### config.mk
export PLATFORM = sky130hd
export DESIGN_NAME = keypad_auth
export DESIGN_NICKNAME = d
export VERILOG_FILES = /design/src/rtl/keypad_auth.sv
export SDC_FILE = /design/constraint.sdc
export NUM_CORES = 1
export LEC_CHECK = 0
export CORE_AREA = 2 2 175 219
export CTS_BUF_LIST = sky130_fd_sc_hd__clkbuf_4 sky130_fd_sc_hd__clkbuf_8 sky130_fd_sc_hd__clkbuf_16
export CTS_CLUSTER_SIZE = 10
export DETAILED_ROUTE_END_ITERATION = 16
export DIE_AREA = 0 0 177 221
export PLACE_DENSITY = 0.55
export SYNTH_ARGS = -nofsm -noshare
export SYNTH_HDL_FRONTEND = slang
export SYNTH_SLANG_ARGS = --single-unit
### constraint.sdc
create_clock -name clk -period 5.6 [get_ports clk]
set_clock_uncertainty 0.15 [all_clocks]
set_input_delay 0.56 -clock clk [delete_from_list [all_inputs] [get_ports clk]]
set_output_delay 0.56 -clock clk [all_outputs]
set_load 0.02 [all_outputs]
### src/rtl/keypad_auth.sv
// keypad_auth -- keypad login controller with a programmable credential table.
//
// A login is: star, USER_DIGITS BCD username digits, PASS_DIGITS BCD password
// digits. The entry is checked for one cycle. A registered login_ok or
// login_fail pulse follows. A passing login opens a session that stays open
// until hash (log out) or star (start a new login).
//
// Ports:
//   clk          in   system clock, rising edge
//   rst          in   asynchronous reset, active low
//   key_valid    in   one-cycle key strobe
//   key          in   0-9 digit, 10 star, 11 hash, 12-15 ignored
//   prog_we      in   credential write strobe
//   prog_user    in   user index to program (out-of-range ignored)
//   prog_pass    in   new BCD password, most significant digit first
//   logged_in    out  session open
//   cur_user     out  logged-in user index, 0 when no session
//   login_ok     out  one-cycle pulse, login accepted
//   login_fail   out  one-cycle pulse, login rejected
//   timeout      out  one-cycle pulse, entry abandoned by idling
//   locked       out  per-user lockout flags
//   entry_active out  a login is being typed or checked
module keypad_auth #(
  parameter  int USER_DIGITS = 3,
  parameter  int PASS_DIGITS = 4,
  parameter  int NUM_USERS   = 8,
  parameter  int MAX_FAILS   = 3,
  parameter  int TIMEOUT     = 64,
  localparam int UW          = $clog2(NUM_USERS)
) (
  input  logic                     clk,
  input  logic                     rst,
  input  logic                     key_valid,
  input  logic [3:0]               key,
  input  logic                     prog_we,
  input  logic [UW-1:0]            prog_user,
  input  logic [4*PASS_DIGITS-1:0] prog_pass,
  output logic                     logged_in,
  output logic [UW-1:0]            cur_user,
  output logic                     login_ok,
  output logic                     login_fail,
  output logic                     timeout,
  output logic [NUM_USERS-1:0]     locked,
  output logic                     entry_active
);

  localparam int UDW = 4*USER_DIGITS;
  localparam int PDW = 4*PASS_DIGITS;

  typedef enum logic [2:0] {S_IDLE, S_USER, S_PASS, S_CHECK, S_SESSION} state_t;

  // BCD image of a user index, used as that user's password after reset.
  function automatic logic [PDW-1:0] to_bcd(input int value);
    logic [PDW-1:0] bcd;
    int             v;
    bcd = '0;
    v   = value;
    for (int d = 0; d < PASS_DIGITS; d++) begin
      bcd[4*d +: 4] = 4'(v % 10);
      v = v / 10;
    end
    return bcd;
  endfunction

  state_t         r_state, w_state_next;
  logic [UDW-1:0] r_user, w_user_next;
  logic [PDW-1:0] r_pass, w_pass_next;
  logic [7:0]     r_dcnt, w_dcnt_next;
  logic [15:0]    r_idle, w_idle_next;
  logic           r_logged_in, w_logged_in_next;
  logic [UW-1:0]  r_cur_user, w_cur_user_next;
  logic           r_ok, w_ok_next;
  logic           r_fail, w_fail_next;
  logic           r_timeout, w_timeout_next;

  // The credential table has per-entry reset values, so it lives in flops.
  logic [PDW-1:0]       r_table [NUM_USERS];
  logic [3:0]           r_fails [NUM_USERS];
  logic [NUM_USERS-1:0] r_locked;

  logic        w_digit, w_star, w_hash;
  logic [31:0] w_user_val;
  logic        w_in_range, w_match, w_fail_inc, w_pass_clear;
  logic [UW-1:0] w_uidx;

  assign w_digit = key_valid && (key <= 4'd9);
  assign w_star  = key_valid && (key == 4'd10);
  assign w_hash  = key_valid && (key == 4'd11);

  // Decimal value of the typed username; only in-range values index the table.
  always_comb begin
    w_user_val = '0;
    for (int d = USER_DIGITS-1; d >= 0; d--)
      w_user_val = w_user_val * 32'd10 + 32'(r_user[4*d +: 4]);
  end

  assign w_in_range   = (w_user_val < 32'(NUM_USERS));
  assign w_uidx       = w_user_val[UW-1:0];
  assign w_match      = w_in_range && !r_locked[w_uidx] && (r_table[w_uidx] == r_pass);
  assign w_fail_inc   = (r_state == S_CHECK) && !w_match && w_in_range;
  assign w_pass_clear = (r_state == S_CHECK) && w_match;

  always_comb begin
    w_state_next     = r_state;
    w_user_next      = r_user;
    w_pass_next      = r_pass;
    w_dcnt_next      = r_dcnt;
    w_idle_next      = r_idle;
    w_logged_in_next = r_logged_in;
    w_cur_user_next  = r_cur_user;
    w_ok_next        = 1'b0;
    w_fail_next      = 1'b0;
    w_timeout_next   = 1'b0;
    // Star restarts entry from every state except CHECK, closing any session.
    if (w_star && (r_state != S_CHECK)) begin
      w_state_next     = S_USER;
      w_user_next      = '0;
      w_pass_next      = '0;
      w_dcnt_next      = '0;
      w_idle_next      = '0;
      w_logged_in_next = 1'b0;
      w_cur_user_next  = '0;
    end else begin
      case (r_state)
        S_IDLE: begin
        end
        S_SESSION: begin
          if (w_hash) begin
            w_state_next     = S_IDLE;
            w_logged_in_next = 1'b0;
            w_cur_user_next  = '0;
          end
        end
        S_USER, S_PASS: begin
          if (w_hash) begin
            w_state_next = S_IDLE;
          end else if (w_digit) begin
            w_idle_next = '0;
            w_dcnt_next = r_dcnt + 8'd1;
            if (r_state == S_USER) begin
              w_user_next = (r_user << 4) | UDW'(key);
              if (r_dcnt == 8'(USER_DIGITS-1)) begin
                w_state_next = S_PASS;
                w_dcnt_next  = '0;
              end
            end else begin
              w_pass_next = (r_pass << 4) | PDW'(key);
              if (r_dcnt == 8'(PASS_DIGITS-1)) begin
                w_state_next = S_CHECK;
                w_dcnt_next  = '0;
              end
            end
          end else if (key_valid) begin
            // Ignored codes still count as activity.
            w_idle_next = '0;
          end else if (r_idle == 16'(TIMEOUT-1)) begin
            w_state_next   = S_IDLE;
            w_timeout_next = 1'b1;
          end else begin
            w_idle_next = r_idle + 16'd1;
          end
        end
        S_CHECK: begin
          if (w_match) begin
            w_state_next     = S_SESSION;
            w_logged_in_next = 1'b1;
            w_cur_user_next  = w_uidx;
            w_ok_next        = 1'b1;
          end else begin
            w_state_next = S_IDLE;
            w_fail_next  = 1'b1;
          end
        end
        default: w_state_next = S_IDLE;
      endcase
    end
  end

  always_ff @(posedge clk or negedge rst) begin
    if (!rst) begin
      r_state     <= S_IDLE;
      r_user      <= '0;
      r_pass      <= '0;
      r_dcnt      <= '0;
      r_idle      <= '0;
      r_logged_in <= 1'b0;
      r_cur_user  <= '0;
      r_ok        <= 1'b0;
      r_fail      <= 1'b0;
      r_timeout   <= 1'b0;
    end else begin
      r_state     <= w_state_next;
      r_user      <= w_user_next;
      r_pass      <= w_pass_next;
      r_dcnt      <= w_dcnt_next;
      r_idle      <= w_idle_next;
      r_logged_in <= w_logged_in_next;
      r_cur_user  <= w_cur_user_next;
      r_ok        <= w_ok_next;
      r_fail      <= w_fail_next;
      r_timeout   <= w_timeout_next;
    end
  end

  // Programming wins over a same-cycle failed check. The check itself
  // already read the old password this cycle.
  always_ff @(posedge clk or negedge rst) begin
    if (!rst) begin
      for (int i = 0; i < NUM_USERS; i++) begin
        r_table[i] <= to_bcd(i);
        r_fails[i] <= '0;
      end
      r_locked <= '0;
    end else begin
      for (int i = 0; i < NUM_USERS; i++) begin
        if (prog_we && (prog_user == UW'(i))) begin
          r_table[i]  <= prog_pass;
          r_fails[i]  <= '0;
          r_locked[i] <= 1'b0;
        end else if (w_fail_inc && (w_uidx == UW'(i))) begin
          if (r_fails[i] != 4'(MAX_FAILS)) begin
            r_fails[i] <= r_fails[i] + 4'd1;
            if (r_fails[i] == 4'(MAX_FAILS-1))
              r_locked[i] <= 1'b1;
          end
        end else if (w_pass_clear && (w_uidx == UW'(i))) begin
          r_fails[i] <= '0;
        end
      end
    end
  end

  assign logged_in    = r_logged_in;
  assign cur_user     = r_cur_user;
  assign login_ok     = r_ok;
  assign login_fail   = r_fail;
  assign timeout      = r_timeout;
  assign locked       = r_locked;
  assign entry_active = (r_state == S_USER) || (r_state == S_PASS) || (r_state == S_CHECK);

endmodule

Word level (Yosys, flattened, before mapping)
Index checks and enable logic that the tools add are counted.
- bits of input ports: 27
- bits in registers: 230
- word-level logic and storage cells: 335
- output and inout port bits: 16
- add/sub/neg operators: 12
- multipliers: 2
- equality and inequality tests: 59
- bitwise gates (word level): 3
- reductions and logical operators: 99
- mux-type cells: 122
- $lt $le $gt $ge: 4
- operators by type and width (cell ; number):
    $mux 16 ; 13
    $mux 4 ; 32
    $mux 12 ; 5
    $mux 8 ; 7
    $reduce_bool 2->1 ; 27
    $bmux 16 s3 ; 1
    $mux 1 ; 48
    $mux 3 ; 12
    $logic_and 1x1->1 ; 33
    $reduce_and 3->1 ; 11
    $add 4x1->4 const B ; 8
    $eq 4x2->1 const B ; 8
    $ne 4x2->1 const B ; 8
    $eq 3x3->1 const B ; 9
    $ne 3x2->1 const B ; 9
    $reduce_bool 3->1 ; 9
    $eq 3x2->1 const B ; 6
    $add 16x1->16 const B ; 1
    $eq 16x16->1 ; 1
    $eq 16x6->1 const B ; 1
    $eq 8x2->1 const B ; 2
    $or 16x4->16 ; 1
    $reduce_and 2->1 ; 8
    $add 13x4->14 ; 1
    28 further kinds ; 40

Longest topological paths before layout
- depth after elaboration: 16
- depth in mapped cells: 18
- mapped depth without buffers: 17

Worst setup path after synthesis
No wires, ideal clock.
- path type: register -> register
- start: register r_user[11]
- end: register r_fails[15] (netlist name)
- clock period less this slack: 4.786 ns
- data arrival time: 4.558 ns
- buffers on the path: 1
- path slack: 0.814 ns
- required time: 5.372 ns
- library setup time: 0.078 ns
- stages on the path, launching flop included: 18
- cell sequence: dfrtp_1 ha_1 ha_1 fa_1 o211ai_1 mux2i_1 a22o_1 ha_1 ha_1 a211o_1 a211o_1 a21oi_1 o211ai_1 a211oi_2 buf_2 nand4_1 or3_1 a21oi_1
- word-level cells in the longest chain between the ends: 13
- elaborated cells on any way between the ends: 18
- classes of those cells: 2 x add/sub; 2 x mul; 1 x order compare; 1 x eq/ne; 2 x mux; 10 x reduce/logical
- ends and longest elaborated chain (element ; line ; text):
    start: declaration ; 66 ; logic [UDW-1:0] r_user, w_user_next;
    start signal: assignment ; 193 ; r_user <= w_user_next;
    $mul 4x3->7 * ; 94 ; w_user_val = w_user_val * 32'd10 + 32'(r_user[4*d +: 4]);
    $add 8x4->9 * ; 94 ;
    $mul 9x3->12 * ; 94 ;
    $add 13x4->14 * ; 94 ;
    $lt 14x4->1 * ; 97 ; assign w_in_range = (w_user_val < 32'(NUM_USERS));
    $logic_and 1x1->1 (2 in a row) ; 99 ; assign w_match = w_in_range && !r_locked[w_uidx] && (r_table[w_uidx] == r_pass);
    $logic_not 1->1 ; 100 ; assign w_fail_inc = (r_state == S_CHECK) && !w_match && w_in_range;
    $logic_and 1x1->1 (2 in a row) ; 100 ;
    $logic_and 1x1->1 ; 220 ; end else if (w_fail_inc && (w_uidx == UW'(i))) begin
    $ne 3x2->1 (no line) (tied with other cells) ; -- ;
    $reduce_and 2->1 (no line) / $mux 4 (equally long branches) ; -- ;
    end signal: indexed assignment ; 222 ; r_fails[i] <= r_fails[i] + 4'd1;
    end: declaration ; 78 ; logic [3:0] r_fails [NUM_USERS];
Mark *: on every way between the ends. The rest lies on a longest branch, timed or not.
A chain may end at the register's enable or synchronous reset.

Final worst setup path
- start: register r_user[11]
- end: register r_fails[5] (netlist name)
The elaborated chain is that of the path after synthesis.

==> run_results.csv <==
group,metric,value,unit
clock_network,clock_path_buffers,3,
grt,grt_overflow,0,
timing,period_needed,5.30,ns
route,final_antenna_net_count,0,
logic_synthesis,synth_edf_count,0,
floorplan,fp.dieArea,39100,um2
grt,grt_usage,17.9,%
logic_synthesis,syn_inst,1290,
worst_setup_path,cp.arrival,5.57,ns
timing,setup-tns-final,0,ns
route,wl_per_cell,18.8,um
route,drt-initial-drc-count,580,
logic_synthesis,yosys.area.top_type,"dfrtp_1",
logic_synthesis,ys.flop_type,"dfrtp_1",
worst_setup_path,reg2reg_depth,16,
floorplan,core,37100,um2
final_layout,final_cells,1832,
final_layout,n_fill_cell,3638,
floorplan,rows,79,
logic_synthesis,syn_area_per_cell,9.92,um2
clock_network,cts-htree-levels,1,
logic_synthesis,synth.most_common_cell,"nand2_1",
clock_network,cts-resized-gates,0,
timing,period_share,94.6,%
logic_synthesis,yosysSeqAreaShare,45.1,%
clock_network,post-cts-setup-buffers,0,
route,vias,9809,
logic_synthesis,ys_seq_elements,230,
placed_design,dp_hpwl,22.2,mm
clock_network,cts_tree,"done",
timing,finalMaxSlewViolations,0,
final_layout,fin_util,39.6,%
final_layout,final_nets,1399,
logic_synthesis,synth.top_cells.by_count,"nand2_1, dfrtp_1, mux2_2",
timing,relSlewSlack,24.2,%
placed_design,io_buffers,42,
logic_synthesis,synth-warning-count,0,
flow_run,cap_violations,0,
worst_setup_path,critPathKind,"flip-flop to flip-flop",
worst_setup_path,cp.required,5.87,ns
route,routed_wl,34.5,mm
outcome,status,"finished, violations left",
worst_setup_path,endpoint_kind,"flip-flop",
logic_synthesis,synthesis.area,12800,um2
hold_path,holdCritPathClass,"input port to asynchronous set/reset pin",
clock_network,numCtsBuffers,28,
grt,antenna_found_initial,0,
route,drc,0,
floorplan,die_width,177,um
logic_synthesis,yosysTopAreaCellShare,42.6,%
final_layout,multiInputGateArea,6600,um2
timing,setup_viol,0,
logic_synthesis,syn_nets,1365,
outcome,violations,"negative hold slack",
placed_design,dp_cells,1780,
placed_design,finalWeightedCongestion,0.850,
clock_network,clk_pin_slew_worst_paths,0.06,ns
clock_network,ctsHoldBuffers,0,
floorplan,die_h,221,um
route,first_pass_iters,5,
worst_setup_path,cp_max_fo,9,
logic_synthesis,synth_cell_types,83,
final_layout,diodes,0,
clock_network,clock_latency,0.55,ns
grt,grt_pass1_vias,9921,
power,peakVddDrop,0.000323,V
logic_synthesis,async_flop_share,100,%
timing,hold_violations,23,
route,routed_via_density,5.35,
final_layout,area_delta_synth_final,14.8,%
timing,whs,-0.0382,ns
power,p_leak,6.62,nW
worst_setup_path,setup.worst_path.start_class,"flip-flop",
final_layout,register_area,5770,um2
clock_network,clock_sinks,230,
clock_network,cts-root-buf,"clkbuf_16",
power,power_density,469,nW/um2
timing,fmax,189,MHz
timing,tightest_slew,1.13,ns
grt,grt_pass1_wl,55.8,mm
final_layout,layout-drive-gt1-share,15.5,%
logic_synthesis,synth_area_leaders,"dfrtp_1, nand2_1, mux2_2",
floorplan,start_util,34.5,%
timing,rsz0062_at_grt,"false",
grt,grt_max_degree,117,
floorplan,io_pins,43,
## flip-flops by register name, summed over array words and instances, names as in the netlist
| signal | cells |
|---|---|
| login_ok | 1 |
| cur_user | 3 |
| r_dcnt | 8 |
| timeout | 1 |
| logged_in | 1 |
| r_state | 3 |
| r_idle | 16 |
| r_pass | 16 |
| login_fail | 1 |
| r_user | 12 |
| r_fails | 32 |
| locked | 8 |
| r_table | 128 |
## cells by family (layout without fill, tap and decap cells)
group,count (synthesis),in the layout,synth area share (%)
buffers and inverters,102,158,3.46
adders and majority gates,48,48,4.93
and+or+nand+nor,537,537,20.3
muxes,137,137,13.0
xor gates and xnor gates,29,29,1.98
DFF,230,230,45.1
AOI/OAI and AO/OA,207,207,11.2
## routing by layer
layer / part of all wire (%) / GRT usage (%) / vias up
li1: - / - / 4645
met1: 44 / 24.0 / 4951
met2: 51 / 31.2 / 172
met3: 3.4 / 1.75 / 41
met4: 1.8 / 4.00 / 0
met5: 0 / 0 / -
## report_power, final
| group | switching (mW) | total, mW | leakage, nW | internal, mW |
|---|---|---|---|---|
| clock network | 0.702 | 1.77 | 0.465 | 1.07 |
| registers | 0.267 | 2.24 | 2.93 | 1.97 |
| logic | 1.70 | 2.88 | 3.23 | 1.18 |
| total | 2.67 | 6.89 | 6.62 | 4.22 |
## layout make-up
cell class | instances | area share, %
Tap cell | 486 | 4.14
Clock inverter | 2 | 0.170
Clock buffer | 50 | 6.02
Multi-Input combinational cell | 958 | 45.0
Timing Repair Buffer | 66 | 4.38
Inverter | 40 | 1.02
Sequential cell | 230 | 39.3
## metrics by stage
stage               power, mW  cell area (um2)  worst slack, ns
CTS                      6.95            14700            0.304
global placement         5.12            13800            0.464
detailed placement       5.15            13800            0.300
global route             7.33            14700           0.0247
finish                   6.89            14700            0.300
floorplan                4.27            12800            0.814
## worst max-delay path, stage by stage, from the launching register on
cell	delay [ns]
dfrtp_1	0.46
ha_1	0.33
ha_1	0.21
fa_1	0.55
o211ai_1	0.14
mux2i_1	0.14
a22o_1	0.22
ha_1	0.29
ha_1	0.38
a211o_1	0.29
a211o_1	0.26
a21oi_1	0.19
nand2_1	0.13
a2111oi_4	0.61
nand3_1	0.26
and3_1	0.24
or3_1	0.35
## path summary, 6_finish.rpt
path	startpoint	end	slack [ns]
max in group asynchronous	rst	r_table[106]	4.14
hold reg to reg	r_table[81]	r_table[81]	0.31
hold / removal	rst	login_fail	-0.04
setup reg to reg	r_user[11]	r_fails[5]	0.30
setup / recovery	r_user[11]	r_fails[5]	0.30
min in group clk	r_table[81]	r_table[81]	0.31
## cell usage in the layout, fill, tap and decap left out, types with 28 or more instances in the layout
cell type | Yosys | final
ha_1 | 44 | 44
clkbuf_16 | 0 | 28
nand3_1 | 36 | 35
dfrtp_1 | 218 | 217
mux2_2 | 71 | 71
clkdlybuf4s50_1 | 0 | 41
nor2_1 | 65 | 65
mux2i_1 | 46 | 46
nand2_1 | 264 | 264
o21ai_0 | 55 | 55
inv_1 | 39 | 39
a21oi_1 | 42 | 42
Note: power is estimated with default switching activity, not from simulation.
